File: src/rtl/imem_loader_pkg.sv
// Shared types for the instruction-memory loader: FSM state encoding and frame
// framing constants.
package imem_loader_pkg;
  typedef enum logic [2:0] {
    S_IDLE   = 3'd0,
    S_LEN_LO = 3'd1,
    S_LEN_HI = 3'd2,
    S_DATA   = 3'd3,
    S_CHECK  = 3'd4,
    S_DONE   = 3'd5,
    S_ERROR  = 3'd6
  } state_t;

  localparam int LEN_BYTES = 2;
  localparam int CHK_BYTES = 1;
endpackage

File: src/rtl/imem_loader_if.sv
// Host byte stream plus instruction-memory write port. The loader sits on the
// master side; the host/memory pair sits on the slave side.
interface imem_loader_if #(parameter int ADDR_WIDTH = 5);
  logic [7:0]            in_data;
  logic                  in_valid;
  logic                  in_ready;
  logic                  imem_we;
  logic [ADDR_WIDTH+1:0] imem_addr;
  logic [31:0]           imem_wdata;

  modport master (input in_data, in_valid,
                  output in_ready, imem_we, imem_addr, imem_wdata);
  modport slave  (output in_data, in_valid,
                  input in_ready, imem_we, imem_addr, imem_wdata);
endinterface

File: src/rtl/imem_loader_word_packer.sv
// Assembles little-endian bytes into 32-bit words; word_ready pulses the cycle
// after the fourth lane is filled, with the complete word on word.
module word_packer (
  input  logic        clk,
  input  logic        reset,
  input  logic        clr,
  input  logic        byte_en,
  input  logic [7:0]  byte_in,
  output logic        last_lane,
  output logic        word_ready,
  output logic [31:0] word
);
  logic [1:0] lane;

  assign last_lane = (lane == 2'd3);

  always_ff @(posedge clk or negedge reset) begin
    if (!reset) begin
      lane       <= '0;
      word       <= '0;
      word_ready <= 1'b0;
    end else begin
      word_ready <= byte_en && last_lane;
      if (clr) begin
        lane <= '0;
      end else if (byte_en) begin
        word[{lane, 3'b000} +: 8] <= byte_in;
        lane                      <= lane + 2'd1;
      end
    end
  end
endmodule

File: src/rtl/imem_loader.sv
// Framed host-stream loader: checks length, packs words, writes instruction
// memory and holds the CPU in reset until a checksum-valid frame has landed.
module imem_loader
  import imem_loader_pkg::*;
#(
  parameter int ADDR_WIDTH = 5
) (
  input  logic                clk,
  input  logic                reset,
  input  logic                start,
  imem_loader_if.master       bus,
  output logic                cpu_hold,
  output logic                done,
  output logic                error,
  output logic [ADDR_WIDTH:0] words_loaded
);
  localparam int MAX_WORDS = 2 ** ADDR_WIDTH;

  state_t      state, state_nx;
  logic [7:0]  len_lo, chk;
  logic [15:0] len;
  logic        xfer, launch, byte_en, word_fire, last_word, last_lane;
  logic [15:0] len_in;

  assign xfer      = bus.in_valid && bus.in_ready;
  assign launch    = start && (state == S_IDLE || state == S_DONE || state == S_ERROR);
  assign byte_en   = xfer && (state == S_DATA);
  assign word_fire = byte_en && last_lane;
  assign last_word = word_fire && ((16'(words_loaded) + 16'd1) == len);
  assign len_in    = {bus.in_data, len_lo};

  always_ff @(posedge clk or negedge reset) begin
    if (!reset) state <= S_IDLE;
    else        state <= state_nx;
  end

  always_comb begin
    state_nx     = state;
    bus.in_ready = 1'b0;
    case (state)
      S_IDLE, S_DONE, S_ERROR: if (start) state_nx = S_LEN_LO;
      S_LEN_LO: begin
        bus.in_ready = 1'b1;
        if (xfer) state_nx = S_LEN_HI;
      end
      S_LEN_HI: begin
        bus.in_ready = 1'b1;
        if (xfer) begin
          if (len_in > 16'(MAX_WORDS)) state_nx = S_ERROR;
          else if (len_in == 16'd0)    state_nx = S_CHECK;
          else                         state_nx = S_DATA;
        end
      end
      S_DATA: begin
        bus.in_ready = 1'b1;
        if (last_word) state_nx = S_CHECK;
      end
      S_CHECK: begin
        bus.in_ready = 1'b1;
        if (xfer) state_nx = (bus.in_data == chk) ? S_DONE : S_ERROR;
      end
      default: state_nx = S_IDLE;
    endcase
  end

  assign cpu_hold = (state != S_DONE);
  assign done     = (state == S_DONE);
  assign error    = (state == S_ERROR);

  // Address and count move on the same edge that raises imem_we, so the
  // write cycle shows the pre-increment index on imem_addr.
  always_ff @(posedge clk or negedge reset) begin
    if (!reset) begin
      len_lo        <= '0;
      len           <= '0;
      chk           <= '0;
      words_loaded  <= '0;
      bus.imem_addr <= '0;
    end else if (launch) begin
      chk          <= '0;
      words_loaded <= '0;
    end else begin
      if (xfer && (state == S_LEN_LO || state == S_LEN_HI || state == S_DATA))
        chk <= chk ^ bus.in_data;
      if (xfer && state == S_LEN_LO) len_lo <= bus.in_data;
      if (xfer && state == S_LEN_HI) len    <= len_in;
      if (word_fire) begin
        bus.imem_addr <= {words_loaded[ADDR_WIDTH-1:0], 2'b00};
        words_loaded  <= words_loaded + 1'b1;
      end
    end
  end

  word_packer u_packer (
    .clk        (clk),
    .reset      (reset),
    .clr        (launch),
    .byte_en    (byte_en),
    .byte_in    (bus.in_data),
    .last_lane  (last_lane),
    .word_ready (bus.imem_we),
    .word       (bus.imem_wdata)
  );
endmodule
File: src/flat_wrapper.sv
// flat-port wrapper written by rule: the top's interface ports become plain ports
module imem_loader_flat import imem_loader_pkg::*;
#(
  parameter int ADDR_WIDTH = 5
)
  (clk, reset, start, cpu_hold, done, error, words_loaded, bus_in_data, bus_in_valid, bus_in_ready, bus_imem_we, bus_imem_addr, bus_imem_wdata);
  imem_loader_if #(.ADDR_WIDTH(ADDR_WIDTH)) bus_i ();
  input  logic clk;
  input  logic reset;
  input  logic start;
  output logic cpu_hold;
  output logic done;
  output logic error;
  output logic [ADDR_WIDTH:0] words_loaded;
  input wire logic [$bits(bus_i.in_data)-1:0] bus_in_data;
  input wire logic [$bits(bus_i.in_valid)-1:0] bus_in_valid;
  output wire logic [$bits(bus_i.in_ready)-1:0] bus_in_ready;
  output wire logic [$bits(bus_i.imem_we)-1:0] bus_imem_we;
  output wire logic [$bits(bus_i.imem_addr)-1:0] bus_imem_addr;
  output wire logic [$bits(bus_i.imem_wdata)-1:0] bus_imem_wdata;
  assign bus_i.in_data = bus_in_data;
  assign bus_i.in_valid = bus_in_valid;
  assign bus_in_ready = bus_i.in_ready;
  assign bus_imem_we = bus_i.imem_we;
  assign bus_imem_addr = bus_i.imem_addr;
  assign bus_imem_wdata = bus_i.imem_wdata;
  imem_loader #(.ADDR_WIDTH(ADDR_WIDTH)) u_core (.clk(clk), .reset(reset), .start(start), .bus(bus_i), .cpu_hold(cpu_hold), .done(done), .error(error), .words_loaded(words_loaded));
endmodule
File: config.mk
export PLATFORM = sky130hd
export DESIGN_NAME = imem_loader_flat
export DESIGN_NICKNAME = d
export VERILOG_FILES = /design/src/rtl/imem_loader_pkg.sv /design/src/rtl/imem_loader_if.sv /design/src/rtl/imem_loader_word_packer.sv /design/src/rtl/imem_loader.sv /design/src/flat_wrapper.sv
export SDC_FILE = /design/constraint.sdc
export NUM_CORES = 1
export LEC_CHECK = 0
export ABC_CLOCK_PERIOD_IN_PS = 2100
export CORE_AREA = 5 5 135 98
export CTS_CLUSTER_DIAMETER = 30
export DETAILED_ROUTE_END_ITERATION = 16
export DIE_AREA = 0 0 140 103
export PLACE_DENSITY = 0.63
export SKIP_CTS_REPAIR_TIMING = 1
export SLEW_MARGIN = 40
export SYNTH_ARGS = -nofsm -noshare
export SYNTH_HDL_FRONTEND = slang
export SYNTH_HIERARCHICAL = 1
export SYNTH_SLANG_ARGS = --single-unit
export TNS_END_PERCENT = 100
File: constraint.sdc
create_clock -name clk -period 2.1 [get_ports clk]
set_clock_uncertainty 0.05 [all_clocks]
set_input_delay 0.42 -clock clk [delete_from_list [all_inputs] [get_ports clk]]
set_output_delay 0.42 -clock clk [all_outputs]
set_load 0.1 [all_outputs]
Word-level counts from Yosys, hierarchy flattened

Cells that the tools add are included.

Bits in registers: 81
Bits in latches: 0
Bits in writable memories: 0
Bits in read-only memories: 0
Input port bits: 12
Output and inout port bits: 50
Logic and storage cells: 74
Memories: 0

Add/sub/neg operators: 4
Multiply operators: 0
Divide/modulo/power cells: 0
Magnitude comparators: 1
Equal/unequal tests: 15
Shift operators: 2
Muxes and demuxes: 17
Bitwise gates (word level): 2
Reductions and logical operators: 24

Operators by type and width:

| kind                   | count |
|---|---|
| $bwmux 32              | 1 |
| $shift 8x7->32 const A | 1 |
| $shiftx 8x7->32        | 1 |
| $mux 3                 | 7 |
| $eq 16x16->1           | 1 |
| $gt 16x6->1 const B    | 1 |
| $logic_not 16->1       | 1 |
| $mux 8                 | 2 |
| $pmux 3 s5             | 1 |
| $mux 6                 | 2 |
| $eq 3x3->1 const B     | 3 |
| $eq 8x8->1             | 1 |
| $logic_and 1x1->1      | 8 |
| $ne 2x1->1 const B     | 4 |
| $reduce_and 2->1       | 4 |
| $xor 8x8->8            | 1 |
| $add 6x1->7 const B    | 1 |
| $neg 5->7              | 1 |
| $add 6x1->6 const B    | 1 |
| $eq 3x2->1 const B     | 2 |
| $mux 2                 | 3 |
| $reduce_bool 2->1      | 3 |
| $reduce_and 5->1       | 1 |
| $logic_or 1x1->1       | 4 |
| 10 further kinds       | 10 |

Longest topological paths before layout

Gate-level depths: netlist of run 1.

Depth in word-level cells: 9
Mapped depth: 9
Mapped depth without buffers: 6

Hierarchy

Netlist of run 1, hierarchy kept.

Modules (own cells, without submodules):

| module      | times used | cells each | area an instance (µm²) | seq. area each (µm²) |
|---|---|---|---|---|
| imem_loader | 1          | 222        | 2348.5                 | 1151.1 |
| word_packer | 1          | 152        | 1684.1                 | 875.8 |

Worst setup path after synthesis of run 1

No wires, ideal clock.

Path kind: flip-flop to output port
From: reg u_core.state[1]
To: out error
Arrival: 2.907 ns
Data required time: 1.630 ns
Slack: -1.277 ns
Stages on the path, launching flop included: 3
Buffers on the path: 1
Cells stage by stage: dfrtp_1 > clkbuf_1 > nor3b_1

Longest elaborated chain between the ends: 1

Ends and longest elaborated chain:

| element                  | RTL line           | source |
|---|---|---|
| start: declaration       | imem_loader.sv:19  | `state_t state, state_nx;` |
| start signal: assignment | imem_loader.sv:34  | `else state <= state_nx;` |
| $eq 3x3->1               | imem_loader.sv:68  | `assign error = (state == S_ERROR);` |
| end: declaration         | flat_wrapper.sv:13 | `output logic error;` |

Every way passes these cells.

Worst setup path in the final report of run 1

From: in bus_in_data[0]
To: reg u_core.state[2]

Longest elaborated chain between the ends: 5
Elaborated cells on any way between the ends: 6
Classes of those cells: order compare (1); mux (4); reduce/logical (1)

Ends and longest elaborated chain:

| element                                                             | RTL line           | source |
|---|---|---|
| start: declaration                                                  | flat_wrapper.sv:15 | `input wire logic [$bits(bus_i.in_data)-1:0] bus_in_data;` |
| parallel branches: the longest is 2 deep, another holds $gt 16x6->1 | -                  |  |
| $mux 3 *                                                            | imem_loader.sv:49  | `if (len_in > 16'(MAX_WORDS)) state_nx = S_ERROR;` |
| $mux 3 *                                                            | imem_loader.sv:48  | `if (xfer) begin` |
| $pmux 3 s5 *                                                        | imem_loader.sv:40  | `case (state)` |

Mark *: on every way between the ends. The select of a mux whose other input is x is not followed.
A chain may end at the register's enable or synchronous reset.

==> out/qor.csv, run 1 <==
stage,metric,value,unit
run_status,status,"finished, violations left",
run_status,violations_in_the_final_reports,negative setup slack,
placed_design,dpl_worst_slack,-0.723,ns
critical_path,timing.critical_path.required,2.27,ns
timing,maxSlewViolCount,0,
critical_path,worstPathArrival,2.58,ns
critical_path,crit_buf_inv,1,
routing,drt_first_iter_violations,186,
placed_design,count_of_buffers_inserted_at_the_top_level_ports,59,
global_route,pin_count_of_the_biggest_net_entering_global_routing,37,
layout,final_layout_size_suffix_gt1_share,36.3,%
routing,final_antenna_net_count,0,
layout,final_nets,493,
global_route,grtUsageTotal,15.8,%
global_route,grt_first_pass_wirelength,17600,um
global_route,grt_overflow,0,
routing,dr_total_vias,3174,
timing,final-setup-viol-count,2,
synth,synth.cell_area,0.00403,mm^2
routing,totalWireLength,11000,um
critical_path,critical_path.cell_chain,"clkdlybuf4s50_1, or4_4, or4b_4, o311ai_4, nor3_2, or3b_1",
critical_path,reg2reg_to,u_core/state[2],
die,die-width,140,um
synth,synth_enable_flop_cells,0,
routing,detailedRoute.firstPassIterationCount,4,
timing,upper_clock_frequency_limit,0.415,GHz
critical_path,critPathKind,input pin to register,
synth,postSynthRegisterBits,81,
routing,remaining_drc_errors,0,
clock_tree,h_tree_level_count,3,
routing,route.detailed.wl_per_inst,17.2,um
layout,area_growth_syn_to_layout,37.8,%
critical_path,critPathLaunchType,input pin,
global_route,initial_antenna_violation_count,0,
synth,synth_cells,374,
critical_path,regToRegSetupSlack,-0.26,ns
clock_tree,tritoncts,yes,
routing,route.detailed.vias_per_inst,4.95,
clock_tree,cts.root.buffer_cell,sky130_fd_sc_hd__clkbuf_16,
placed_design,post-place-cells,620,
clock_tree,worstSkewPairLatency,0.34,ns
synth,seq_area_frac_synth,50.3,%
placed_design,globalplace.congestion,0.854,
die,row_count,34,
clock_tree,path_clk_slew,0.06,ns
layout,layout.cells.non_filler,641,
synth,average_footprint_of_a_synthesized_cell,10.8,um^2
timing,post-route-worst-setup-slack,-0.311,ns
critical_path,worst-r2r-cell-count,5,
timing,rsz0062_at_grt,true,
timing,max_slew_headroom,65.9,%
die,core-area,0.0120,mm^2
clock_tree,numCtsBuffers,9,
critical_path,max_stage_delay,0.54,ns
critical_path,critPathTopFamily,simple AND/OR/NAND/NOR gates,
synth,synth.yosys.warnings,6,
timing,timing.final.crit_share,115,%
die,pin_count,62,
synth,ys_async_sr_fraction,100,%
clock_tree,clk_path_buf_depth,2,
synth,ys.flop_type,sky130_fd_sc_hd__dfrtp_1,
die,full_die_area,0.0144,mm^2
die,die_y,103,um
critical_path,critPathCaptureType,register,
global_route,via_count_of_the_first_global_routing_pass,3239,
synth,synth.distinct_cells,47,
critical_path,r2r_start,u_core/len_lo[6],
die,floorplan.initialDensity,33.6,%
flow_run,number_of_violations_of_the_max_capacitance_limit,0,
layout,stdcell_area,0.00556,mm^2
worst_hold_path,hold_path_class,input pin to asynchronous set/reset pin,
clock_tree,cts_sinks,81,
timing,timing_worst_slew_pin_value,0.511,ns
timing,final-hold-violation-count,0,
critical_path,cp_slowest_cell,sky130_fd_sc_hd__or4b_4,
placed_design,place_hpwl,8040,um
layout,insertedDiodeCount,0,
critical_path,crit_path_max_fanout,2,
placed_design,placed_standard_cell_area,0.00514,mm^2
timing,period_needed,2.41,ns
[logic make-up after synthesis]
family / after synthesis / share of synthesized area, %
simple gates: 120 / 15.4
flops: 81 / 50.3
compound gates: 57 / 13.1
buf+inv: 54 / 5.65
xor+xnor: 28 / 6.08
mux: 26 / 7.20
fa+ha+maj: 7 / 2.17
other cells: 1 / 0.0930
[how the worst max path moves through the flow]
stage                          endpoint  slack, ns            start  cells past startpoint
6_report                u_core/state[2]      -0.31   bus_in_data[0]                      6
5_1_grt                 u_core/state[2]      -0.34   bus_in_data[0]                      6
4_1_cts                 u_core/state[2]      -0.36   bus_in_data[0]                      6
3_3_place_gp            u_core/state[2]      -0.71   bus_in_data[0]                      6
3_5_place_dp            u_core/state[2]      -0.72   bus_in_data[0]                      6
2_1_floorplan  u_core/u_packer/word[16]      -0.69  u_core/state[1]                      9
[routing by layer]
| metal | up-vias | routed length, um | global-route usage, % |
|---|---|---|---|
| met5 | - | 0 | 0 |
| met4 | 0 | 113 | 4.10 |
| met3 | 8 | 532 | 4.82 |
| met2 | 66 | 5150 | 25.6 |
| met1 | 1586 | 5210 | 20.7 |
| li1 | 1514 | - | - |
[synth_stat cells, types with 2 or more instances]
cell / instances / area share (%)
sky130_fd_sc_hd__a31oi_1: 2 / 0.31
sky130_fd_sc_hd__a32o_1: 9 / 2.2
sky130_fd_sc_hd__and2_1: 4 / 0.62
sky130_fd_sc_hd__and3b_1: 3 / 0.65
sky130_fd_sc_hd__buf_2: 8 / 0.99
sky130_fd_sc_hd__buf_4: 2 / 0.37
sky130_fd_sc_hd__clkbuf_1: 13 / 1.2
sky130_fd_sc_hd__dfrtp_1: 81 / 50
sky130_fd_sc_hd__ha_1: 7 / 2.2
sky130_fd_sc_hd__inv_1: 30 / 2.8
sky130_fd_sc_hd__mux2_2: 24 / 6.7
sky130_fd_sc_hd__mux2i_1: 2 / 0.50
sky130_fd_sc_hd__nand2_1: 54 / 5.0
sky130_fd_sc_hd__nand2b_1: 3 / 0.47
sky130_fd_sc_hd__nand3_1: 5 / 0.62
sky130_fd_sc_hd__nand3b_1: 3 / 0.56
sky130_fd_sc_hd__nand4_1: 4 / 0.62
sky130_fd_sc_hd__nor2_1: 20 / 1.9
sky130_fd_sc_hd__nor3_1: 5 / 0.62
sky130_fd_sc_hd__nor3b_2: 3 / 0.93
sky130_fd_sc_hd__nor4_1: 2 / 0.31
sky130_fd_sc_hd__o211ai_1: 3 / 0.56
sky130_fd_sc_hd__o21a_1: 2 / 0.37
sky130_fd_sc_hd__o21ai_0: 10 / 1.2
sky130_fd_sc_hd__o32ai_1: 16 / 3.5
sky130_fd_sc_hd__o32ai_2: 8 / 3.2
sky130_fd_sc_hd__or3b_1: 2 / 0.43
sky130_fd_sc_hd__or4_1: 4 / 0.74
sky130_fd_sc_hd__xnor2_1: 14 / 3.0
sky130_fd_sc_hd__xor2_1: 14 / 3.0
[stage by stage]
stage          utilization, %  setup TNS, ns  hold WS, ns
6_report                 46.3         -0.479      0.00304
4_1_cts                  45.4         -0.597       0.0180
2_1_floorplan               -         -27.43       0.0744
3_3_place_gp             42.9          -3.17        0.378
3_5_place_dp             42.9          -4.14        0.383
5_1_grt                  46.3         -0.872       0.0353
[cells in the final DEF, fill, tap and decap left out, types with 11 or more instances in the layout]
| cell type | count |
|---|---|
| sky130_fd_sc_hd__buf_12 | 11 |
| sky130_fd_sc_hd__buf_4 | 88 |
| sky130_fd_sc_hd__dfrtp_1 | 76 |
| sky130_fd_sc_hd__inv_1 | 29 |
| sky130_fd_sc_hd__mux2_2 | 24 |
| sky130_fd_sc_hd__nand2_1 | 54 |
| sky130_fd_sc_hd__nor2_1 | 19 |
| sky130_fd_sc_hd__o32ai_1 | 16 |
| sky130_fd_sc_hd__xnor2_1 | 14 |
| sky130_fd_sc_hd__xor2_1 | 14 |
[registers in the layout (all words and copies together), names as in the netlist]
| name | count |
|---|---|
| u_core/u_packer/lane | 2 |
| u_core/u_packer/word | 32 |
| u_core/u_packer/word_ready | 1 |
| u_core/words_loaded | 6 |
| u_core/state | 3 |
| u_core/len | 16 |
| u_core/chk | 8 |
| u_core/bus.imem_addr | 5 |
| u_core/len_lo | 8 |
[worst register-to-register path, cell delays in order, from the launching register on]
cell and delay (ns):
sky130_fd_sc_hd__dfrtp_1 0.38, sky130_fd_sc_hd__or4_4 0.54, sky130_fd_sc_hd__or4b_4 0.54, sky130_fd_sc_hd__o311ai_4 0.33, sky130_fd_sc_hd__nor3_2 0.06, sky130_fd_sc_hd__or3b_1 0.34
[layout make-up]
cell class / count / area [um^2]
fillers: 1099 / 6440
flip-flops and latches: 81 / 2040
multi-input cells: 240 / 1870
repair buffers: 112 / 1020
clock buffers: 11 / 243
well taps: 162 / 203
inverters: 30 / 116
clock inverters: 5 / 63.8
Power of run 1 is not shown: default switching activity piles up to over one toggle a cycle in this logic, so the estimate is an artifact.
==> run 2: changes to the inputs <==
--- a/config.mk
+++ b/config.mk
@@ -6,11 +6,14 @@
 export NUM_CORES = 1
 export LEC_CHECK = 0
 export ABC_CLOCK_PERIOD_IN_PS = 2100
+export CAP_MARGIN = 10
 export CORE_AREA = 5 5 135 98
 export CTS_CLUSTER_DIAMETER = 30
 export DETAILED_ROUTE_END_ITERATION = 16
 export DIE_AREA = 0 0 140 103
+export MAX_ROUTING_LAYER = met4
 export PLACE_DENSITY = 0.63
+export REMOVE_ABC_BUFFERS = 1
 export SKIP_CTS_REPAIR_TIMING = 1
 export SLEW_MARGIN = 40
 export SYNTH_ARGS = -nofsm -noshare
==> out/qor.csv, run 2 (same netlist as run 1, synthesis figures left out) <==
stage,metric,value,unit
timing,max_slew_headroom,61.4,%
layout,layout.cells.non_filler,638,
global_route,via_count_of_the_first_global_routing_pass,3263,
layout,final_nets,490,
placed_design,post-place-cells,618,
die,die-width,140,um
clock_tree,tritoncts,yes,
timing,final-hold-violation-count,0,
global_route,grt_overflow,0,
placed_design,place_hpwl,7760,um
die,pin_count,62,
layout,largest_register,u_core/u_packer/word,
layout,final_cell_mix,"84 x sky130_fd_sc_hd__buf_4, 81 x sky130_fd_sc_hd__dfrtp_1, 53 x sky130_fd_sc_hd__nand2_1, 30 x sky130_fd_sc_hd__inv_1, 24 x sky130_fd_sc_hd__mux2_2",
critical_path,worstPathArrival,2.48,ns
layout,layout_commonest_cell,sky130_fd_sc_hd__buf_4,
layout,final_layout_size_suffix_gt1_share,35.5,%
clock_tree,clk_path_buf_depth,2,
run_status,violations_in_the_final_reports,negative setup slack,
global_route,pin_count_of_the_biggest_net_entering_global_routing,39,
routing,detailedRoute.firstPassIterationCount,4,
layout,stdcell_area,0.00552,mm^2
layout,insertedDiodeCount,0,
timing,maxSlewViolCount,0,
clock_tree,worstSkewPairLatency,0.34,ns
layout,largestRegisters,"u_core/u_packer/word: 32 flops, u_core/len: 16 flops",
critical_path,max_stage_delay,0.54,ns
routing,route.detailed.wl_per_inst,17.2,um
critical_path,cp_slowest_cell,sky130_fd_sc_hd__or4b_4,
critical_path,timing.critical_path.required,2.27,ns
placed_design,count_of_buffers_inserted_at_the_top_level_ports,59,
timing,period_needed,2.31,ns
clock_tree,numCtsBuffers,9,
timing,final-setup-viol-count,4,
critical_path,critical_path.cell_chain,"or4_4, or4b_4, o311ai_4, nor3_2, or3b_1",
clock_tree,path_clk_slew,0.06,ns
global_route,grt_first_pass_wirelength,17500,um
routing,drt_first_iter_violations,183,
routing,dr_total_vias,3188,
timing,timing_worst_slew_pin_value,0.576,ns
routing,remaining_drc_errors,0,
timing,rsz0062_at_grt,true,
layout,area_growth_syn_to_layout,37.0,%
critical_path,crit_path_max_fanout,2,
critical_path,critPathCaptureType,register,
clock_tree,cts_sinks,81,
routing,totalWireLength,11000,um
timing,upper_clock_frequency_limit,0.432,GHz
die,core-area,0.0120,mm^2
clock_tree,cts.root.buffer_cell,sky130_fd_sc_hd__clkbuf_16,
die,row_count,34,
routing,route.detailed.vias_per_inst,5.00,
global_route,initial_antenna_violation_count,0,
placed_design,placed_standard_cell_area,0.00509,mm^2
flow_run,number_of_violations_of_the_max_capacitance_limit,0,
clock_tree,h_tree_level_count,3,
routing,final_antenna_net_count,0,
worst_hold_path,hold_path_class,input pin to asynchronous set/reset pin,
timing,timing.final.crit_share,110,%
die,full_die_area,0.0144,mm^2
die,floorplan.initialDensity,33.6,%
die,die_y,103,um
placed_design,globalplace.congestion,0.836,
layout,largest_reg_flops,32,
run_status,status,"finished, violations left",
critical_path,critPathKind,register to register,
global_route,grtUsageTotal,16.1,%
placed_design,dpl_worst_slack,-0.791,ns
critical_path,critPathLaunchType,register,
timing,worst_hold_slack,0.0101,ns
timing,post-route-worst-setup-slack,-0.214,ns
==> run 2: cell count changes in the layout (fill, tap and decap cells not counted), sizes merged <==
cell	change
clkdlybuf4s50	-6
clkinvlp	-1
clkinv	+3
dlymetal6s2s	+6
clkbuf	-1
buf	-3
bufinv	-1
==> run 2: worst paths after layout <==
path,slack (ns),cells past startpoint,from,endpoint
min in group clk,0.44,2,u_core/bus.imem_addr[2],u_core/bus.imem_addr[2]
max,-0.21,5,u_core/len_lo[6],u_core/state[2]
min reg2reg,0.44,2,u_core/bus.imem_addr[2],u_core/bus.imem_addr[2]
max reg2reg,-0.21,5,u_core/len_lo[6],u_core/state[2]
max in group asynchronous,1.38,2,reset,u_core/len_lo[5]
min,0.01,1,reset,u_core/words_loaded[5]
==> run 2: final cells by class <==
type,count,area [um^2]
fillers,1159,6470
flip-flops and latches,81,2030
multi-input cells,240,1880
repair buffers,109,1020
clock buffers,10,239
well taps,162,203
inverters,30,113
clock inverters,6,43.8
==> run 2: critical path, delay by kind of cell, from the launching register on <==
kind | cells | cell delay (ns)
and+or+nand+nor | 4 | 1.43
AOI/OAI and AO/OA | 1 | 0.32
DFF | 1 | 0.38
==> run 2: routing by layer <==
layer / share of wire (%) / up-vias / GRT usage, %
met3: 5.1 / 8 / 3.76
met1: 50 / 1609 / 23.5
li1: - / 1500 / -
met5: 0 / - / -
met2: 44 / 71 / 22.6
met4: 0.64 / 0 / 3.95
==> run 2: per-stage QoR <==
stage	TNS, ns	utilization, %
6_report	-0.448	46.0
5_1_grt	-0.996	46.0
4_1_cts	-0.940	44.8
3_5_place_dp	-5.12	42.4
3_3_place_gp	-3.20	42.4
2_1_floorplan	-41.99	-
Power of run 2 is left out for the same reason.
